## src/rtl/instruction_dispatcher.sv

```systemverilog
// In-order instruction dispatcher: a small FIFO in front of a matmul engine,
// holding dependent (MMUL_D) ops until all earlier ops have completed.
package instruction_dispatcher_pkg;
  typedef enum logic {MMUL_D = 1'b0, MMUL_ND = 1'b1} op_t;
  typedef logic [7:0] addr_t;
  typedef struct packed {
    op_t   op;
    addr_t dest;
    addr_t src1;
    addr_t src2;
  } instruction_t;
endpackage

module instruction_dispatcher
  import instruction_dispatcher_pkg::*;
#(
  parameter int DEPTH   = 4,
  parameter int MAX_OUT = 2
) (
  input  logic                         clk,
  input  logic                         reset,
  input  instruction_t                 in_inst,
  input  logic                         in_valid,
  output logic                         in_ready,
  output instruction_t                 exec_inst,
  output logic                         exec_valid,
  input  logic                         exec_ready,
  input  logic                         exec_done,
  output logic [$clog2(MAX_OUT+1)-1:0] outstanding,
  output logic                         idle,
  output logic                         err_done
);

  localparam int PTR_W = $clog2(DEPTH);
  localparam int OUT_W = $clog2(MAX_OUT + 1);
  localparam logic [OUT_W-1:0] OUT_MAX = OUT_W'(MAX_OUT);
  localparam logic [OUT_W-1:0] OUT_ONE = OUT_W'(1);
  localparam logic [PTR_W:0]   PTR_ONE = (PTR_W + 1)'(1);

  instruction_t     mem [DEPTH];
  logic [PTR_W:0]   wr_ptr;
  logic [PTR_W:0]   rd_ptr;
  logic [OUT_W-1:0] out_cnt;
  logic             accept_en;
  logic             err_q;
  logic             full;
  logic             empty;
  logic             push;
  logic             pop;

  // A completion with nothing in flight is an error and must not underflow.
  function automatic logic [OUT_W-1:0] next_count(input logic [OUT_W-1:0] cnt,
                                                  input logic             inc,
                                                  input logic             dec);
    logic [OUT_W-1:0] n;
    n = cnt;
    if (inc) n = n + OUT_ONE;
    if (dec && (cnt != '0)) n = n - OUT_ONE;
    return n;
  endfunction

  assign empty = (wr_ptr == rd_ptr);
  assign full  = (wr_ptr[PTR_W] != rd_ptr[PTR_W]) &&
                 (wr_ptr[PTR_W-1:0] == rd_ptr[PTR_W-1:0]);

  assign in_ready   = accept_en && !full;
  assign exec_inst  = mem[rd_ptr[PTR_W-1:0]];
  assign exec_valid = !empty && (out_cnt < OUT_MAX) &&
                      ((exec_inst.op == MMUL_ND) || (out_cnt == '0));

  assign push = in_valid && in_ready;
  assign pop  = exec_valid && exec_ready;

  assign outstanding = out_cnt;
  assign idle        = empty && (out_cnt == '0);
  assign err_done    = err_q;

  // Control state: pointers, in-flight count, error flag, post-reset accept enable
  always_ff @(posedge clk or negedge reset) begin
    if (!reset) begin
      wr_ptr    <= '0;
      rd_ptr    <= '0;
      out_cnt   <= '0;
      err_q     <= 1'b0;
      accept_en <= 1'b0;
    end else begin
      accept_en <= 1'b1;
      if (push) wr_ptr <= wr_ptr + PTR_ONE;
      if (pop)  rd_ptr <= rd_ptr + PTR_ONE;
      out_cnt <= next_count(out_cnt, pop, exec_done);
      if (exec_done && (out_cnt == '0)) err_q <= 1'b1;
    end
  end

  // Storage: data only, never reset
  always_ff @(posedge clk) begin
    if (push) mem[wr_ptr[PTR_W-1:0]] <= in_inst;
  end

endmodule

```

## config.mk

```make
export PLATFORM = sky130hd
export DESIGN_NAME = instruction_dispatcher
export DESIGN_NICKNAME = d
export VERILOG_FILES = /design/src/rtl/instruction_dispatcher.sv
export SDC_FILE = /design/constraint.sdc
export NUM_CORES = 1
export LEC_CHECK = 0
export BUFFER_PORTS_ARGS = -buffer_cell sky130_fd_sc_hd__buf_4
export CELL_PAD_IN_SITES_DETAIL_PLACEMENT = 0
export CELL_PAD_IN_SITES_GLOBAL_PLACEMENT = 1
export CORE_MARGIN = 4
export CORE_UTILIZATION = 44
export CTS_CLUSTER_DIAMETER = 100
export DETAILED_ROUTE_END_ITERATION = 12
export MAX_ROUTING_LAYER = met4
export PLACE_DENSITY = 0.77
export SETUP_SLACK_MARGIN = 0.15
export SKIP_LAST_GASP = 1
export SLEW_MARGIN = 40
export SYNTH_ARGS = -nofsm -noshare
export SYNTH_HDL_FRONTEND = slang
export SYNTH_SLANG_ARGS = --single-unit
```

## constraint.sdc

```tcl
create_clock -name clk -period 2.26 [get_ports clk]
set_input_delay 0.113 -clock clk [delete_from_list [all_inputs] [get_ports clk]]
set_output_delay 0.113 -clock clk [all_outputs]
set_load 0.01 [all_outputs]
```

==> results of run 1 <==
## cells by family after synthesis
group / synth area share [%]
fa+ha+maj: 1.769
simple gates: 2.861
flops: 76.67
other cells: 0.08838
compound gates: 1.062
buf+inv: 1.209
xor+xnor: 1.858
mux: 14.48
## synth_stat cells
cell type	n
ha_1	6
nor3_4	1
mux2_4	1
nand4_1	1
nand2b_1	1
buf_2	2
nand2_2	1
nor3_2	1
nor2b_1	1
o21ai_0	1
o211ai_2	1
edfxtp_1	100
dfrtp_1	10
xor2_1	4
a21boi_2	1
mux2_2	1
mux2i_1	4
conb_1	1
and3_1	4
xnor2_1	5
mux4_1	2
a22o_1	1
nand3_1	1
a21o_1	1
buf_6	1
mux4_2	22
nor4b_2	1
inv_1	4
buf_4	1
nand2_1	1
and2_1	1
clkbuf_1	2
nor2_1	4
## repair_timing
action / 4_1_cts / 5_1_grt
hold buffers: 27 / 0
hold endpoints to repair: 111 / 0
gates resized for setup: 2 / 1
setup endpoints to repair: 24 / 2
## routing by layer
layer / vias up / routed length [µm] / global-route usage, %
met2: 39 / 3910 / 24.21
met3: 7 / 230 / 2.307
met1: 1063 / 3171 / 17.61
met4: 0 / 95 / 6.383
met5: - / 0 / -
li1: 969 / - / -
## report_power, final
part / switching [mW] / internal (mW) / leakage [nW]
Combinational: 1.07 / 1.20 / 0.818
Sequential: 0.153 / 2.53 / 1.02
Clock: 0.646 / 0.517 / 0.0976
## layout make-up
| class | instances | share of cell area (%) |
|---|---|---|
| inverter | 4 | 0.2780 |
| clock buffer | 9 | 2.293 |
| multi-input combinational | 69 | 17.47 |
| tap | 129 | 2.988 |
| timing repair buffer | 95 | 15.38 |
| clock inverter | 7 | 1.344 |
| sequential | 110 | 60.25 |
## how the worst max path moves through the flow
stage | start | endpoint | slack, ns | cells past startpoint
floorplan | rd_ptr[1]$_DFFE_PN0P_ | mem[3][0]$_DFFE_PP_ | 0.32 | 5
global placement | rd_ptr[0]$_DFFE_PN0P_ | exec_inst[7] | 0.39 | 3
detailed placement | rd_ptr[0]$_DFFE_PN0P_ | exec_inst[7] | 0.39 | 3
CTS | rd_ptr[0]$_DFFE_PN0P_ | exec_inst[7] | 0.15 | 3
global route | rd_ptr[0]$_DFFE_PN0P_ | exec_inst[7] | 0.14 | 3
finish | rd_ptr[0]$_DFFE_PN0P_ | exec_inst[7] | 0.25 | 3
## registers in the layout (all words and copies together) (netlist names)
register and count:
accept_en 1, outstanding 2, rd_ptr 3, err_done 1, wr_ptr 3, mem 100
## through the flow
| step | area [µm²] | worst slack, ns | util, % |
|---|---|---|---|
| 3_5_place_dp | 4922 | 0.3945 | 52.77 |
| 3_3_place_gp | 4922 | 0.3882 | 52.77 |
| 4_1_cts | 5396 | 0.1509 | 57.85 |
| 2_1_floorplan | 4248 | 0.3193 | - |
| 6_report | 5401 | 0.2498 | 57.91 |
| 5_1_grt | 5401 | 0.1419 | 57.91 |
## worst max-delay path: cells and delay by family (launching register included)
kind                   cells  cell delay [ns]
muxes                      1             0.61
buffers and inverters      2             0.43
DFF                        1             0.50
==> run metrics, run 1 <==
vias in the first global route 2280; Bufs on Longest Clock Path 2; Yosys top cell area share 70.78%; reg2reg start outstanding[1]$_DFF_PN0_; r2r setup slk 0.42 ns; Power Dens Cells 1132 nW/µm²; Hold Path Cell Cnt 3; via count 2078; Antenna Diode Count 0; number of max-cap violations 0; sequential element share of the synthesized area 76.67%; setup TNS 0 ns; Worst-Skew Late Latency 0.36 ns; max-slew violations 0; initial antenna violation count 0; commonest cells after routing, fill and taps aside edfxtp_1, buf_4, dlygate4sd3_1; WP data arrival 1.90 ns; CTS tree done; Max IR drop VDD 0.4945 mV; DRT antenna net count 0; global-route wire length before repair 11900 µm; Overflow after GRT 0; worst endpoint required time 2.15 ns; Setup Skew 0.01187 ns; Inserted Clock Buffers 9; # DRC 0; 1st-iter DRT viols 44; Routed WL per cell 17.51 µm; number of filler cells placed in the layout 724; reg2reg path depth 7; Crit path largest cell delay 0.61 ns; reg2reg end outstanding[1]$_DFF_PN0_; Syn. warnings 0; top cells by area, synth edfxtp_1, mux4_2, dfrtp_1; synth-to-layout area growth 27.31%; Final Hold Viols 0; fin crit share 88.95%; row count 35; Yosys reg bits 110; nets 325; total chip power 6.115 mW; leakage 1.937 nW; layout cells sized above 1 40.14%; Worst path slowest cell mux4_1; setup violation total in the final timing report 0; Mapped Cells 189; CP Max Fanout 24; clock-pin slew on the worst setup and hold paths 0.10 ns; Critical Path Start Type flop; leading area contributor after synthesis edfxtp_1; Top Ports 61; critical path class flop to primary output; Worst setup EP type primary output; Multi-input gate area 943.4 µm²; Hold/Removal Path Class input port to flop; Cells after DPL 380; post-DP HPWL 4548 µm; CTS root buf clkbuf_8; Hold WS 0.06097 ns; CORE AREA 9328 µm²; number of I/O port buffers 60; CTS Sinks 110; GPL Wtd Cong 0.7265; Avg Inst Size Synth 22.45 µm²; storage element area 3254 µm²; Worst Hold Launch exec_ready; non-filler instance count after layout 423; Starting Density 45.49%; 1st-pass router iterations 6; Synth cell types 33; Worst Hold Endpoint outstanding[1]$_DFF_PN0_; die area 11280 µm²; final worst path period need 2.010 ns; GR Util All Layers 14.51%; unrepaired setup endpoints after global routing no; Die H 106.2 µm; run status finished clean; commonest non-fill, non-tap cell in the layout edfxtp_1; syn nets 225; mapped cell area 4243 µm²; largest net degree at the start of global routing 26; H-tree lvl count 3; vias per std cell 4.913; worst path cell trace buf_12 > mux4_1 > buf_4; post-CTS setup buffers 0; fmax 497.5 MHz; WL final 7407 µm; width of the die 106.2 µm
No activity file was read; power rests on OpenSTA's default activity.
==> run 2: changes to the inputs <==
Settings changed: BUFFER_PORTS_ARGS -buffer_cell sky130_fd_sc_hd__buf_4 to default, CORE_UTILIZATION 44 to 49, DONT_BUFFER_PORTS from default to 1, PLACE_DENSITY 0.77 to 0.76.
==> run 2 against run 1 <==
Compared with the run above: fmax rose by 0.19%; sequential power hardly changed; final area down 9.0%; wire length fell by 3.4%; clock skew shrank 0.0024 ns; first-iteration DRC count rose by 66%; non-clock buffer count shrank 56; core utilization is 1.3 points higher; via count fell by 9.2%; global-route usage rose by 0.94 points; hold slack got worse by 0.011 ns; critical path type unchanged; die area down 9.5%.
==> run metrics, run 2 (synthesis gave the netlist of run 1 again) <==
run status finished clean (unchanged); 1st-iter DRT viols 73 (was 44); CTS tree done (unchanged); CP Max Fanout 5 (was 24); fin area 4913 µm² (was 5401 µm²); # DRC 0 (unchanged); Setup Skew 0.009499 ns (was 0.01187 ns); commonest cells after routing, fill and taps aside edfxtp_1, dlygate4sd3_1, mux4_2 (was edfxtp_1, buf_4, dlygate4sd3_1); non-filler instance count after layout 341 (was 423); post-DP HPWL 4521 µm (was 4548 µm); Die H 101.1 µm (was 106.2 µm); CTS Sinks 110 (unchanged); largest net degree at the start of global routing 28 (was 26); H-tree lvl count 3 (unchanged); Overflow after GRT 0 (unchanged); layout cells sized above 1 25.85% (was 40.14%); final setup margin 0.2535 ns (was 0.2498 ns); worst slack at placement 0.3480 ns (was 0.3945 ns); WL final 7157 µm (was 7407 µm); Inserted Clock Buffers 9 (unchanged); 1st-pass router iterations 4 (was 6); vias per std cell 5.531 (was 4.913); vias in the first global route 2103 (was 2280); Finished Core Util 59.20% (was 57.91%); WP data arrival 1.89 ns (was 1.90 ns); initial antenna violation count 0 (unchanged); setup violation total in the final timing report 0 (unchanged); CORE AREA 8299 µm² (was 9328 µm²); number of max-cap violations 0 (unchanged); CTS root buf clkbuf_8 (unchanged); commonest non-fill, non-tap cell in the layout edfxtp_1 (unchanged); Routed WL per cell 20.99 µm (was 17.51 µm); CP Launch Point outstanding[1]$_DFF_PN0_ (was rd_ptr[0]$_DFFE_PN0P_); Top Ports 61 (unchanged); row count 33 (was 35); Cells after DPL 298 (was 380); fin crit share 88.78% (was 88.95%); Hold/Removal Path Class input port to flop (unchanged); GPL Wtd Cong 0.8512 (was 0.7265); reg2reg start outstanding[1]$_DFF_PN0_ (unchanged); Starting Density 51.12% (was 45.49%); critical path class flop to primary output (unchanged); Critical Path Start Type flop (unchanged); global-route wire length before repair 11170 µm (was 11900 µm); worst endpoint required time 2.15 ns (about the same); setup TNS 0 ns (unchanged); final worst path period need 2.007 ns (was 2.010 ns); max FFs per register 100 (unchanged); unrepaired setup endpoints after global routing no (unchanged); max-slew violations 0 (unchanged); number of filler cells placed in the layout 579 (was 724); number of I/O port buffers 0 (was 60); Cell Area, Placed 4457 µm² (was 4922 µm²); Multi-input gate area 945.9 µm² (was 943.4 µm²); storage element area 3257 µm² (was 3254 µm²); fmax 498.4 MHz (was 497.5 MHz); DRT antenna net count 0 (unchanged); Worst setup EP type primary output (unchanged); Max IR drop VDD 0.5283 mV (was 0.4945 mV); via count 1886 (was 2078); synth-to-layout area growth 15.81% (was 27.31%); Power Dens Cells 1125 nW/µm² (was 1132 nW/µm²); GR Util All Layers 15.45% (was 14.51%); Worst Hold Launch exec_done (was exec_ready); nets 269 (was 325); Worst-Skew Late Latency 0.35 ns (was 0.36 ns); Antenna Diode Count 0 (unchanged); clock-pin slew on the worst setup and hold paths 0.10 ns (about the same); Final Hold Viols 0 (unchanged); leakage 1.633 nW (was 1.937 nW); Bufs on Longest Clock Path 2 (unchanged); die area 10210 µm² (was 11280 µm²); width of the die 101.1 µm (was 106.2 µm)
## run 2: cell count changes in the layout (fill, tap and decap cells not counted), sizes merged
cell | before | now
dlygate4sd3 | 27 | 29
clkinvlp | 1 | 3
bufinv | 1 | 0
clkinv | 3 | 1
buf | 68 | 10
inv | 6 | 5
## run 2: layer usage
layer	up-vias	global-route usage [%]	part of all wire (%)
met5	-	-	0
met4	0	6.442	1.0
met3	5	4.429	6.1
met2	54	25.70	54
met1	978	17.52	39
li1	849	-	-
## run 2: final timing paths
path | endpoint | cells past startpoint | slack [ns]
worst max-delay path | exec_valid | 6 | 0.25
worst min-delay path | outstanding[1]$_DFF_PN0_ | 2 | 0.05
worst max register to register | outstanding[1]$_DFF_PN0_ | 7 | 0.34
worst min register to register | wr_ptr[2]$_DFFE_PN0P_ | 1 | 0.50
max in group asynchronous | rd_ptr[0]$_DFFE_PN0P_ | 1 | 1.75
min in group asynchronous | err_done$_DFFE_PN0P_ | 1 | 0.16
## run 2: worst max-delay path: stages, from the launching register on
cell	delay, ns
dfrtp_2	0.49
inv_1	0.11
ha_2	0.22
nor2b_1	0.06
a22o_1	0.29
nor3_4	0.23
buf_4	0.16
## run 2: repair_timing
action / 4_1_cts / 5_1_grt
endpoints found under the hold margin: 116 / 0
resized for setup: 0 / 3
setup endpoints to repair: 0 / 1
setup buffers: 0 / 0
hold buffers: 29 / 0
## run 2: layout make-up
type                            instances  share of cell area [%]
Clock buffer                            9                   2.521
Multi-Input combinational cell         69                   19.25
Sequential cell                       110                   66.28
Tap cell                              105                   2.674
Inverter                                4                  0.3056
Clock inverter                          5                  0.7639
Timing Repair Buffer                   39                   8.200
## run 2: through the flow
stage | total power [mW] | hold slack (ns)
2_1_floorplan | 4.100 | -0.1826
6_report | 5.529 | 0.05004
3_3_place_gp | 4.451 | -0.1823
3_5_place_dp | 4.519 | -0.1823
5_1_grt | 5.850 | 0.04588
4_1_cts | 5.576 | 0.03384
## run 2: report_power, final
part	internal (mW)	switching, mW
Clock	0.393	0.612
Combinational	0.829	0.993
Sequential	2.53	0.169
Total	3.76	1.77
==> run 3: changes to the inputs <==
--- a/config.mk
+++ b/config.mk
@@ -7,2 +7,3 @@
 export LEC_CHECK = 0
+export ABC_CLOCK_PERIOD_IN_PS = 2260
 export CELL_PAD_IN_SITES_DETAIL_PLACEMENT = 0
==> constraint.sdc (replaced) <==
create_clock -name clk -period 2.26 [get_ports clk]
set_input_delay 0.226 -clock clk [delete_from_list [all_inputs] [get_ports clk]]
set_output_delay 0.226 -clock clk [all_outputs]
set_load 0.01 [all_outputs]
==> run 3 against run 2 <==
Compared with the run above: fmax decreased by 1.3%; hold slack gained 0.0069 ns; clock power up 17%; flip-flop and latch count did not move; core utilization is 0.51 points higher; critical path depth unchanged; worst setup slack worse by 0.026 ns; first-iteration DRC count grew 37%; highest routed layer unchanged; register-to-register slack worse by 0.02 ns; critical path type unchanged; combinational power is 3% higher; sequential share of layout area down 0.57 points.
==> run metrics, run 3 (synthesis gave the netlist of run 1 again) <==
die area 10210 µm² (unchanged); Power Dens Cells 1162 nW/µm² (was 1125 nW/µm²); fin area 4956 µm² (was 4913 µm²); Starting Density 51.12% (unchanged); synth-to-layout area growth 16.81% (was 15.81%); setup TNS 0 ns (unchanged); commonest non-fill, non-tap cell in the layout edfxtp_1 (unchanged); 1st-iter DRT viols 100 (was 73); number of I/O port buffers 0 (unchanged); net switching fraction of the power 31.72% (was 32.08%); leakage 1.657 nW (was 1.633 nW); Antenna Diode Count 0 (unchanged); Critical Path Start Type flop (unchanged); largest net degree at the start of global routing 27 (was 28); H-tree lvl count 3 (unchanged); final setup margin 0.2274 ns (was 0.2535 ns); storage element area 3257 µm² (unchanged); Routed WL per cell 21.34 µm (was 20.99 µm); Int Pwr 3.931 mW (was 3.756 mW); Bufs on Longest Clock Path 2 (unchanged); row count 33 (unchanged); Worst-Skew Late Latency 0.35 ns (about the same); register share of total power 47.0% (was 48.9%); WL final 7255 µm (was 7157 µm); # DRC 0 (unchanged); final worst path period need 2.033 ns (was 2.007 ns); Setup Skew 0.007187 ns (was 0.009499 ns); worst endpoint required time 2.03 ns (was 2.15 ns); CTS root buf clkbuf_8 (unchanged); via count 1862 (was 1886); Hold WS 0.05692 ns (was 0.05004 ns); post-DP HPWL 4629 µm (was 4521 µm); CTS tree done (unchanged); global-route wire length before repair 11650 µm (was 11170 µm); Worst setup EP type primary output (unchanged); fmax 492.0 MHz (was 498.4 MHz); P_sw 1.826 mW (was 1.774 mW); Top Ports 61 (unchanged); CTS Sinks 110 (unchanged); CORE AREA 8299 µm² (unchanged); Die H 101.1 µm (unchanged); CP Max Fanout 6 (was 5); unrepaired setup endpoints after global routing no (unchanged); clock-pin slew on the worst setup and hold paths 0.10 ns (about the same); nets 266 (was 269); GR Util All Layers 15.95% (was 15.45%); width of the die 101.1 µm (unchanged); fin crit share 89.94% (was 88.78%); critical path class flop to primary output (unchanged); DRT antenna net count 0 (unchanged); initial antenna violation count 0 (unchanged); Cell Area, Placed 4454 µm² (was 4457 µm²); Overflow after GRT 0 (unchanged); max FFs per register 100 (unchanged); Inserted Clock Buffers 9 (unchanged); 1st-pass router iterations 4 (unchanged); GPL Wtd Cong 0.8261 (was 0.8512); vias in the first global route 2133 (was 2103); WP data arrival 1.81 ns (was 1.89 ns); worst slack at placement 0.2900 ns (was 0.3480 ns); layout cells sized above 1 26.81% (was 25.85%); number of filler cells placed in the layout 587 (was 579); Multi-input gate area 957.2 µm² (was 945.9 µm²); number of max-cap violations 0 (unchanged); setup violation total in the final timing report 0 (unchanged); commonest cells after routing, fill and taps aside edfxtp_1, dlygate4sd3_1, mux4_2 (unchanged); logic gate share of total power 32.7% (was 33.0%); Hold/Removal Path Class input port to flop (unchanged); Final Hold Viols 0 (unchanged); run status finished clean (unchanged); Clock Power Share 20.3% (was 18.2%); max-slew violations 0 (unchanged); vias per std cell 5.476 (was 5.531); Max IR drop VDD 0.5937 mV (was 0.5283 mV)
[run 3: cell count changes in the layout (fill, tap and decap cells not counted), moves of 2 or more]
cell	before	now
clkinv_4	0	2
inv_6	0	2
clkinvlp_4	3	0
buf_4	7	4
dlygate4sd3_1	29	27
[run 3: final cells by class]
| cell class | count | area share, % |
|---|---|---|
| Clock buffer | 9 | 2.499 |
| Clock inverter | 7 | 1.616 |
| Inverter | 4 | 0.3030 |
| Multi-Input combinational cell | 69 | 19.31 |
| Sequential cell | 110 | 65.72 |
| Tap cell | 105 | 2.651 |
| Timing Repair Buffer | 36 | 7.902 |
[run 3: routing by layer]
metal | vias to the layer above | wire length [µm] | track usage, %
li1 | 849 | - | -
met1 | 955 | 2897 | 18.74
met2 | 50 | 3880 | 27.16
met3 | 8 | 388 | 3.945
met4 | 0 | 88 | 4.908
met5 | - | 0 | -
[run 3: critical path, stage by stage (launching register included)]
cell and delay, ns:
dfrtp_2 0.48, inv_1 0.12, ha_4 0.16, nor2b_1 0.04, a22o_2 0.30, nor3_4 0.21
buf_4 0.16
[run 3: worst paths after layout]
check / depth (start not counted) / startpoint / endpoint / slack [ns]
setup / recovery: 6 / outstanding[0]$_DFF_PN0_ / exec_valid / 0.23
hold / removal: 2 / exec_ready / rd_ptr[0]$_DFFE_PN0P_ / 0.06
setup reg to reg: 8 / outstanding[0]$_DFF_PN0_ / rd_ptr[1]$_DFFE_PN0P_ / 0.32
hold reg to reg: 1 / rd_ptr[2]$_DFFE_PN0P_ / rd_ptr[2]$_DFFE_PN0P_ / 0.50
max in group asynchronous: 1 / reset / rd_ptr[0]$_DFFE_PN0P_ / 1.64
min in group asynchronous: 1 / reset / err_done$_DFFE_PN0P_ / 0.27
[run 3: power by group through the flow]
stage	sequential [mW]	clock, mW	combinational [mW]
finish	2.71	1.17	1.88
global placement	2.72	0	1.72
global route	2.74	1.29	2.05
CTS	2.71	1.21	1.87
floorplan	2.68	0	1.42
detailed placement	2.75	0	1.79
[run 3: what timing repair did]
action | in CTS | in global routing
setup endpoints to repair | 1 | 2
hold buffers | 27 | 0
pin swaps | 0 | 1
buffers inserted | 0 | 1
endpoints found under the hold margin | 111 | 0
resized for setup | 3 | 3
[run 3: through the flow]
step	instances	power (mW)	util, %
floorplan	189	4.100	-
global placement	296	4.441	53.67
detailed placement	296	4.545	53.67
CTS	339	5.784	59.45
global route	340	6.083	59.72
finish	340	5.757	59.72
